<file path="src/rtl/datapath.sv">
// Multicycle CPU datapath: PC, IR, 8x register file, ALU, MDR, zero flag and memory port.
// Latency: ALU/mux paths combinational; PC/IR/regs/aluout/mdr/zero update on the next clk edge.
// Backpressure: none; the controller strobes are applied unconditionally every cycle.
module datapath #(
    parameter int                 DATA_W   = 16,
    parameter int                 ADDR_W   = 8,
    parameter logic [ADDR_W-1:0]  PC_RESET = '0
) (
    input  logic              clk,
    input  logic              rst_n,
    input  logic              writepc,
    input  logic              writeir,
    input  logic              writereg,
    input  logic              writemem,
    input  logic              writezero,
    input  logic              selalua,
    input  logic [1:0]        selalub,
    input  logic [1:0]        aluop,
    input  logic              selldst,
    input  logic              selload,
    input  logic              selst,
    output logic [5:0]        opcode,
    output logic              zero,
    output logic [ADDR_W-1:0] mem_addr,
    output logic [DATA_W-1:0] mem_wdata,
    output logic              mem_we,
    input  logic [DATA_W-1:0] mem_rdata,
    output logic [ADDR_W-1:0] pc_out
);

    localparam logic [1:0] ALU_AND = 2'b00;
    localparam logic [1:0] ALU_OR  = 2'b01;
    localparam logic [1:0] ALU_ADD = 2'b10;
    localparam logic [1:0] ALU_SUB = 2'b11;

    logic [ADDR_W-1:0] pc;
    logic [15:0]       ir;
    logic [DATA_W-1:0] regs [8];
    logic [DATA_W-1:0] aluout;
    logic [DATA_W-1:0] mdr;
    logic              zero_q;

    logic [2:0]        rd;
    logic [2:0]        rs;
    logic [2:0]        rt;
    logic [2:0]        regb_addr;
    logic [DATA_W-1:0] rega;
    logic [DATA_W-1:0] regb;
    logic [DATA_W-1:0] alu_a;
    logic [DATA_W-1:0] alu_b;
    logic [DATA_W-1:0] alu_res;

    // Instruction field decode; stores read rd through port B so the store data is reg[rd].
    assign rd        = ir[9:7];
    assign rs        = ir[6:4];
    assign rt        = ir[3:1];
    assign regb_addr = selst ? rd : rt;
    assign rega      = regs[rs];
    assign regb      = regs[regb_addr];

    // ALU operand selection and operation; add/sub wrap modulo 2^DATA_W.
    always_comb begin
        alu_a   = '0;
        alu_b   = '0;
        alu_res = '0;
        alu_a   = selalua ? {{(DATA_W-ADDR_W){1'b0}}, pc} : rega;
        case (selalub)
            2'b00:   alu_b = regb;
            2'b01:   alu_b = {{(DATA_W-4){1'b0}}, ir[3:0]};
            2'b10:   alu_b = {{(DATA_W-1){1'b0}}, 1'b1};
            default: alu_b = {{(DATA_W-10){ir[9]}}, ir[9:0]};
        endcase
        case (aluop)
            ALU_AND: alu_res = alu_a & alu_b;
            ALU_OR:  alu_res = alu_a | alu_b;
            ALU_ADD: alu_res = alu_a + alu_b;
            ALU_SUB: alu_res = alu_a - alu_b;
            default: alu_res = '0;
        endcase
    end

    // Architectural state: strobed PC/IR/zero, free-running aluout/mdr capture.
    always_ff @(posedge clk or negedge rst_n) begin
        if (!rst_n) begin
            pc     <= PC_RESET;
            ir     <= '0;
            aluout <= '0;
            mdr    <= '0;
            zero_q <= 1'b0;
        end else begin
            aluout <= alu_res;
            mdr    <= mem_rdata;
            if (writepc)   pc     <= alu_res[ADDR_W-1:0];
            if (writeir)   ir     <= mem_rdata[15:0];
            if (writezero) zero_q <= (alu_res == '0);
        end
    end

    // Register file write port; the load path takes MDR, everything else takes aluout.
    always_ff @(posedge clk or negedge rst_n) begin
        if (!rst_n) begin
            for (int i = 0; i < 8; i++) regs[i] <= '0;
        end else if (writereg) begin
            regs[rd] <= selload ? mdr : aluout;
        end
    end

    assign opcode    = ir[15:10];
    assign zero      = zero_q;
    assign mem_addr  = selldst ? aluout[ADDR_W-1:0] : pc;
    assign mem_wdata = regb;
    assign mem_we    = writemem;
    assign pc_out    = pc;

endmodule

</file>
<file path="config.mk">
export PLATFORM = sky130hd
export DESIGN_NAME = datapath
export DESIGN_NICKNAME = d
export VERILOG_FILES = /design/src/rtl/datapath.sv
export SDC_FILE = /design/constraint.sdc
export NUM_CORES = 1
export LEC_CHECK = 0
export BUFFER_PORTS_ARGS = -buffer_cell sky130_fd_sc_hd__buf_2
export CORE_ASPECT_RATIO = 0.5
export CORE_MARGIN = 2
export CORE_UTILIZATION = 50
export DETAILED_ROUTE_END_ITERATION = 12
export GPL_ROUTABILITY_DRIVEN = 0
export PLACE_DENSITY = 0.68
export SYNTH_ARGS = -nofsm -noshare
export SYNTH_HDL_FRONTEND = slang
export SYNTH_SLANG_ARGS = --single-unit
</file>
<file path="constraint.sdc">
create_clock -name clk -period 15.3 [get_ports clk]
set_input_delay 3.06 -clock clk [delete_from_list [all_inputs] [get_ports clk]]
set_output_delay 3.06 -clock clk [all_outputs]
set_load 0.02 [all_outputs]
</file>
==> impl_metrics.csv, run 1 <==
group,metric,value,unit
status,status,"finished, final reports clean",
die,io_pins,71,
logic_synthesis,synth_seq_cells,185,
power,switchingPower,0.0008496,W
die,initial_core_util,0.5108,
clocking,tritoncts,"built",
drt,drt_iter0_drc,1266,
logic_synthesis,syn_inst,1207,
logic_synthesis,yosysTopAreaCell,"dfrtp_1",
power,p_int,0.001237,W
logic_synthesis,synth_top_area_frac,0.4171,
grt,gr-total-overflow,0,
finish,area_growth,9.199,%
power,p_sw_frac,0.4073,
clocking,clockBufferDepth,2,
critical_path,required,15.63,ns
drt,wirelength,33.78,mm
critical_path,cp_slowest_cell,"mux2i_2",
drt,wl_per_cell,22.01,microns
power,p_leak,5.266,nW
power,clkPwrFrac,0.207,
grt,grt_antenna_before_repair,3,
timing,rsz0062_at_grt,"false",
grt,met3_usage,0.09682,
power,pwr-share-comb,0.402,
die,design.core.area,0.02173,sq mm
clocking,cts_sinks,185,
critical_path,crit_type,"input pin to flop",
logic_synthesis,synth_fp_nets,1258,
timing,finalClockSkew,0.01158,ns
grt,grt_usage,0.2968,
drt,via_count,9635,
logic_synthesis,synth_area,0.01110,sq mm
grt,grt_start_max_net_pins,110,
finish,drive_gt1_frac,0.1677,
critical_path,worstPathArrival,9.25,ns
timing,fin_setup_tns,0,ns
drt,antenna_left,0,
timing,layout_min_cycle_time,8.918,ns
clocking,path_clk_slew,0.06,ns
clocking,cts-root-buf,"clkbuf_16",
grt,met1_usage,0.4057,
logic_synthesis,seq_area_frac_synth,0.4171,
logic_synthesis,async_flop_share,1.000,
logic_synthesis,yosys.cell_types.count,73,
clocking,cts_setup_buffers,0,
hold_path,hold_path_class,"flop to flop",
power,vdd_ir_drop_max,0.1023,mV
clocking,ctsHoldBuffers,0,
die,rows,38,
critical_path,max_stage_delay,0.62,ns
clocking,cts_made_buffers,17,
grt,grt_pass1_wl,52.43,mm
place,dp_hpwl,23.02,mm
drt,drc_errors,0,
timing,max_slew.worst_pin.slew,1.204,ns
die,die_x,214.7,microns
logic_synthesis,synth_commonest_cells,"dfrtp_1 (185), nand2_1 (182), a21oi_1 (133)",
timing,final_max_slew_viol_count,0,
critical_path,cp_max_fo,37,
logic_synthesis,synthMostInstantiatedCell,"dfrtp_1",
grt,grt_pass1_vias,9340,
logic_synthesis,ys.flop_type,"dfrtp_1",
timing,fin_crit_sh,0.5828,
timing,setup_viol,0,
logic_synthesis,synth_edf_count,0,
finish,final_nets,1273,
critical_path,start_kind,"input pin",
die,die_area,0.02348,sq mm
flow_run,maxCapViolations,0,
grt,top_usage_layer,"met2",
clocking,cts_resized,0,
clocking,htreeDepth,4,
timing,hold_viol,0,
place,numPortBuffers,68,
drt,vias_per_cell,6.277,
power,power.density,172.1,mW/mm^2
critical_path,critPathCaptureType,"flop",
drt,drtPass1Iterations,5,
timing,max_freq,0.1121,GHz
grt,grt_use_met2,0.4473,
critical_path,worstPathCellList,"buf_2 > buf_4 > mux2i_2 > buf_4 > nand2_1 > a221oi_1 > o22ai_1 > o2bb2a_1 > ha_1 > nand2_1 > o21ai_0 > fa_1 > nand2b_1 > a21oi_1 > a211oi_2 > a21oi_1 > a31oi_1 > xnor2_1 > mux2_2 > or4_1 > nor4_1 > or4b_1 > o41ai_2",
finish,utilization,0.5578,
logic_synthesis,synthTopCellsByArea,"dfrtp_1 (42%), mux4_2 (6.9%), nand2_1 (6.2%), a21oi_1 (6.0%), o21ai_0 (5.1%)",
power,power.share.sequential,0.390,
timing,slew_headroom,0.1746,
logic_synthesis,avgSynthCellArea,9.195,sq um
clocking,clkLatencyLatePin,0.44,ns
die,dieHeight,109.4,microns
logic_synthesis,ys_warn_count,0,
[state kept, by name (all words and copies together), names as in the netlist]
register and flops:
regs 128, aluout 16, ir 16, mdr 16
pc_out 8, zero 1
[final cells by class]
cell class,instances,area (sq um)
Multi-Input combinational cell,896,5923
Clock buffer,19,432.9
Antenna cell,1,2.502
Inverter,34,127.6
Clock inverter,12,127.6
Sequential cell,185,4631
Fill cell,1915,9609
Timing Repair Buffer,88,499.2
Tap cell,300,375.4
[per-stage QoR]
stage | power, W | area (sq um) | worst slack, ns | hold slack, ns | cells
floorplan | 0.001367 | 11100 | 7.227 | 0.4577 | 1207
global placement | 0.001601 | 11560 | 6.234 | 0.4766 | 1503
detailed placement | 0.001634 | 11560 | 6.013 | 0.4872 | 1503
CTS | 0.002066 | 12120 | 6.418 | 0.5053 | 1534
global route | 0.002210 | 12120 | 5.879 | 0.5118 | 1534
finish | 0.002086 | 12120 | 6.382 | 0.5023 | 1535
[layout by cell type, fill, tap and decap left out, types with 15 or more instances in the layout]
master     count
a211oi_1      18
mux2i_1       45
xnor2_1       17
nand2_1      182
mux4_2        34
buf_2         67
a22o_1        18
dfrtp_1      184
nor2_1       110
mux2_2        32
buf_4         20
a221oi_1      15
ha_1          19
clkbuf_16     17
o21ai_0      114
a21oi_1      133
inv_1         32
[kinds of logic after synthesis]
logic type / after synthesis / share of synthesized area
adders and majority gates: 28 / 0.03055
AOI/OAI and AO/OA: 369 / 0.1989
xor gates and xnor gates: 24 / 0.01894
DFF: 185 / 0.4171
and+or+nand+nor: 361 / 0.1375
muxes: 114 / 0.1460
buffers and inverters: 126 / 0.05096
[layer usage]
metal  up-vias  part of all wire
met4         0             0.022
met5         -                 0
met2       491              0.43
met3        74              0.12
li1       4328                 -
met1      4742              0.43
[path summary, 6_finish.rpt]
check                                   start                    to  slack, ns  depth (start not counted)
hold reg to reg            ir[11]$_DFFE_PN0P_    ir[11]$_DFFE_PN0P_       0.50                          1
setup / recovery                        selst      zero$_DFFE_PN0P_       6.38                         23
max in group asynchronous               rst_n  regs[23]$_DFFE_PN0P_      11.13                          2
min in group asynchronous               rst_n  regs[98]$_DFFE_PN0P_       2.70                          1
hold / removal             ir[11]$_DFFE_PN0P_    ir[11]$_DFFE_PN0P_       0.50                          1
setup reg to reg            ir[2]$_DFFE_PN0P_      zero$_DFFE_PN0P_       8.85                         21
[critical path, delay by kind of cell]
family,cells,cell delay [ns]
AO/OA/AOI/OAI,9,1.94
XOR/XNOR,1,0.16
adder cells (fa/ha/maj),2,0.75
buffers and inverters,3,0.87
multiplexers,2,0.90
AND/OR/NAND/NOR,6,1.57
[power by group through the flow]
| stage | clock network, W | logic [W] | registers, W |
|---|---|---|---|
| CTS | 0.000436 | 0.000823 | 0.000807 |
| global route | 0.000456 | 0.000920 | 0.000834 |
| floorplan | 0 | 0.000598 | 0.000769 |
| finish | 0.000433 | 0.000840 | 0.000814 |
| detailed placement | 0 | 0.000820 | 0.000814 |
| global placement | 0 | 0.000796 | 0.000805 |
Power figures use the tool's default switching activity.
==> inputs of run 2 (changes only) <==
--- a/config.mk
+++ b/config.mk
@@ -11,7 +11,7 @@
 export CORE_UTILIZATION = 50
 export DETAILED_ROUTE_END_ITERATION = 12
 export GPL_ROUTABILITY_DRIVEN = 0
-export PLACE_DENSITY = 0.68
+export PLACE_DENSITY = 0.7
 export SYNTH_ARGS = -nofsm -noshare
 export SYNTH_HDL_FRONTEND = slang
 export SYNTH_SLANG_ARGS = --single-unit
==> constraint.sdc (replaced) <==
create_clock -name clk -period 7.4 [get_ports clk]
set_input_delay 1.48 -clock clk [delete_from_list [all_inputs] [get_ports clk]]
set_output_delay 1.48 -clock clk [all_outputs]
set_load 0.02 [all_outputs]
==> impl_metrics.csv, run 2 (same netlist as run 1, synthesis figures left out) <==
group,metric,value,unit
status,status,"finished, final reports clean",
clocking,ctsHoldBuffers,0,
drt,drc_errors,0,
critical_path,crit_family,"compound AO/OA/AOI/OAI gates",
power,p_leak,5.291,nW
timing,setup_ws,0.4772,ns
critical_path,crit_cells,21,
finish,final_nets,1282,
clocking,cts_sinks,185,
die,io_pins,71,
critical_path,reg2reg_depth,21,
critical_path,max_stage_delay,0.69,ns
drt,wirelength,33.62,mm
grt,grt_pass1_wl,52.08,mm
critical_path,rr_endpoint,"zero$_DFFE_PN0P_",
critical_path,crit_type,"input pin to flop",
timing,max_freq,0.1445,GHz
hold_path,hold_path_class,"flop to flop",
timing,final_max_slew_viol_count,0,
critical_path,cp_slowest_cell,"nor2b_2",
timing,fin_setup_tns,0,ns
power,vdd_ir_drop_max,0.1871,mV
critical_path,reg2reg_slack,0.98,ns
critical_path,cp_max_fo,18,
die,initial_core_util,0.5108,
die,die_area,0.02348,sq mm
critical_path,worstPathArrival,7.26,ns
place,post-place-ws,0.1104,ns
grt,grt_usage,0.2935,
drt,drt_iter0_drc,1309,
critical_path,worstPathCellList,"buf_2 > nor2b_2 > a22o_1 > o22ai_1 > a211oi_1 > a22o_1 > ha_1 > nand2_1 > o21ai_0 > xor2_1 > ha_1 > a21o_1 > a211oi_2 > a21oi_1 > a31oi_1 > xnor2_1 > mux2_2 > or4_1 > nor4_1 > or4b_1 > o41ai_2",
timing,finalClockSkew,0.01414,ns
clocking,clkLatencyLatePin,0.45,ns
critical_path,worst-path-buf-inv,1,
power,totalPowerFinal,0.004295,W
drt,antenna_left,0,
die,design.core.area,0.02173,sq mm
grt,grt_start_max_net_pins,112,
critical_path,reg2reg_from,"ir[7]$_DFFE_PN0P_",
finish,drive_gt1_frac,0.1739,
drt,drtPass1Iterations,10,
grt,gr-total-overflow,0,
die,dieHeight,109.4,microns
clocking,cts_resized,0,
clocking,tritoncts,"built",
timing,hold_slack,0.5033,ns
grt,grt_antenna_before_repair,0,
drt,via_count,9642,
critical_path,required,7.74,ns
grt,grt_pass1_vias,9116,
timing,setup_viol,0,
clocking,clockBufferDepth,2,
finish,mostFrequentLayoutCell,"dfrtp_1",
critical_path,start_kind,"input pin",
timing,hold_viol,0,
drt,vias_per_cell,6.253,
timing,rsz0062_at_grt,"false",
power,power.density,353.0,mW/mm^2
timing,fin_crit_sh,0.9355,
flow_run,maxCapViolations,0,
clocking,htreeDepth,4,
critical_path,crit_end,"zero$_DFFE_PN0P_",
finish,mostFrequentLayoutCells,"dfrtp_1 (184), nand2_1 (182), a21oi_1 (133)",
clocking,cts_made_buffers,17,
timing,slew_headroom,0.2545,
timing,layout_min_cycle_time,6.923,ns
die,die_x,214.7,microns
timing,max_slew.worst_pin.slew,1.087,ns
finish,top_register,"regs",
finish,largest_reg_flops,128,
clocking,path_clk_slew,0.07,ns
critical_path,critPathCaptureType,"flop",
drt,wl_per_cell,21.80,microns
place,dp_hpwl,23.70,mm
place,numPortBuffers,68,
finish,n_antenna_cell,0,
clocking,cts-root-buf,"clkbuf_16",
critical_path,critPathLaunch,"selst",
clocking,cts_setup_buffers,0,
finish,area_growth,9.617,%
die,rows,38,
-- run 2: changes by cell type in the layout (fill, tap and decap cells not counted) --
cell and delta:
buf_4 +9, bufinv_16 -2, clkbuf_1 -1, clkbuf_8 +3, clkinv_2 -4, clkinv_4 +2, clkinvlp_4 +2, diode_2 -1
inv_6 -1
-- run 2: layer usage --
metal	global-route usage	wire, microns	up-vias	share of wire
li1	-	-	4349	-
met1	0.3981	14390	4709	0.43
met2	0.4448	14670	508	0.44
met3	0.1007	3821	76	0.11
met4	0.09673	742	0	0.022
met5	0	0	-	0
-- run 2: area by class of cell --
| type | count | area (sq um) |
|---|---|---|
| repair buffers | 97 | 566.8 |
| clock inverters | 9 | 71.32 |
| flip-flops and latches | 185 | 4631 |
| fillers | 1937 | 9563 |
| inverters | 34 | 127.6 |
| well taps | 300 | 375.4 |
| multi-input cells | 896 | 5923 |
| clock buffers | 21 | 470.5 |
-- run 2: how the worst min path moves through the flow --
stage | start | end | depth (start not counted)
finish | ir[10]$_DFFE_PN0P_ | ir[10]$_DFFE_PN0P_ | 1
global route | zero$_DFFE_PN0P_ | zero$_DFFE_PN0P_ | 2
CTS | zero$_DFFE_PN0P_ | zero$_DFFE_PN0P_ | 2
detailed placement | zero$_DFFE_PN0P_ | zero$_DFFE_PN0P_ | 2
global placement | zero$_DFFE_PN0P_ | zero$_DFFE_PN0P_ | 2
floorplan | regs[37]$_DFFE_PN0P_ | regs[37]$_DFFE_PN0P_ | 2
-- run 2: through the flow --
stage          area [sq um]    util  instances
6_report              12170  0.5599       1542
5_1_grt               12170  0.5599       1542
4_1_cts               12170  0.5599       1542
3_5_place_dp          11620  0.5350       1512
3_3_place_gp          11620  0.5350       1512
2_1_floorplan         11100       -       1207
-- run 2: power by group --
part | switching, W | total [W] | internal, W
sequential | 0.000360 | 0.00172 | 0.00136
combinational | 0.00101 | 0.00172 | 0.000712
clock | 0.000400 | 0.000854 | 0.000454
total | 0.00177 | 0.00429 | 0.00252
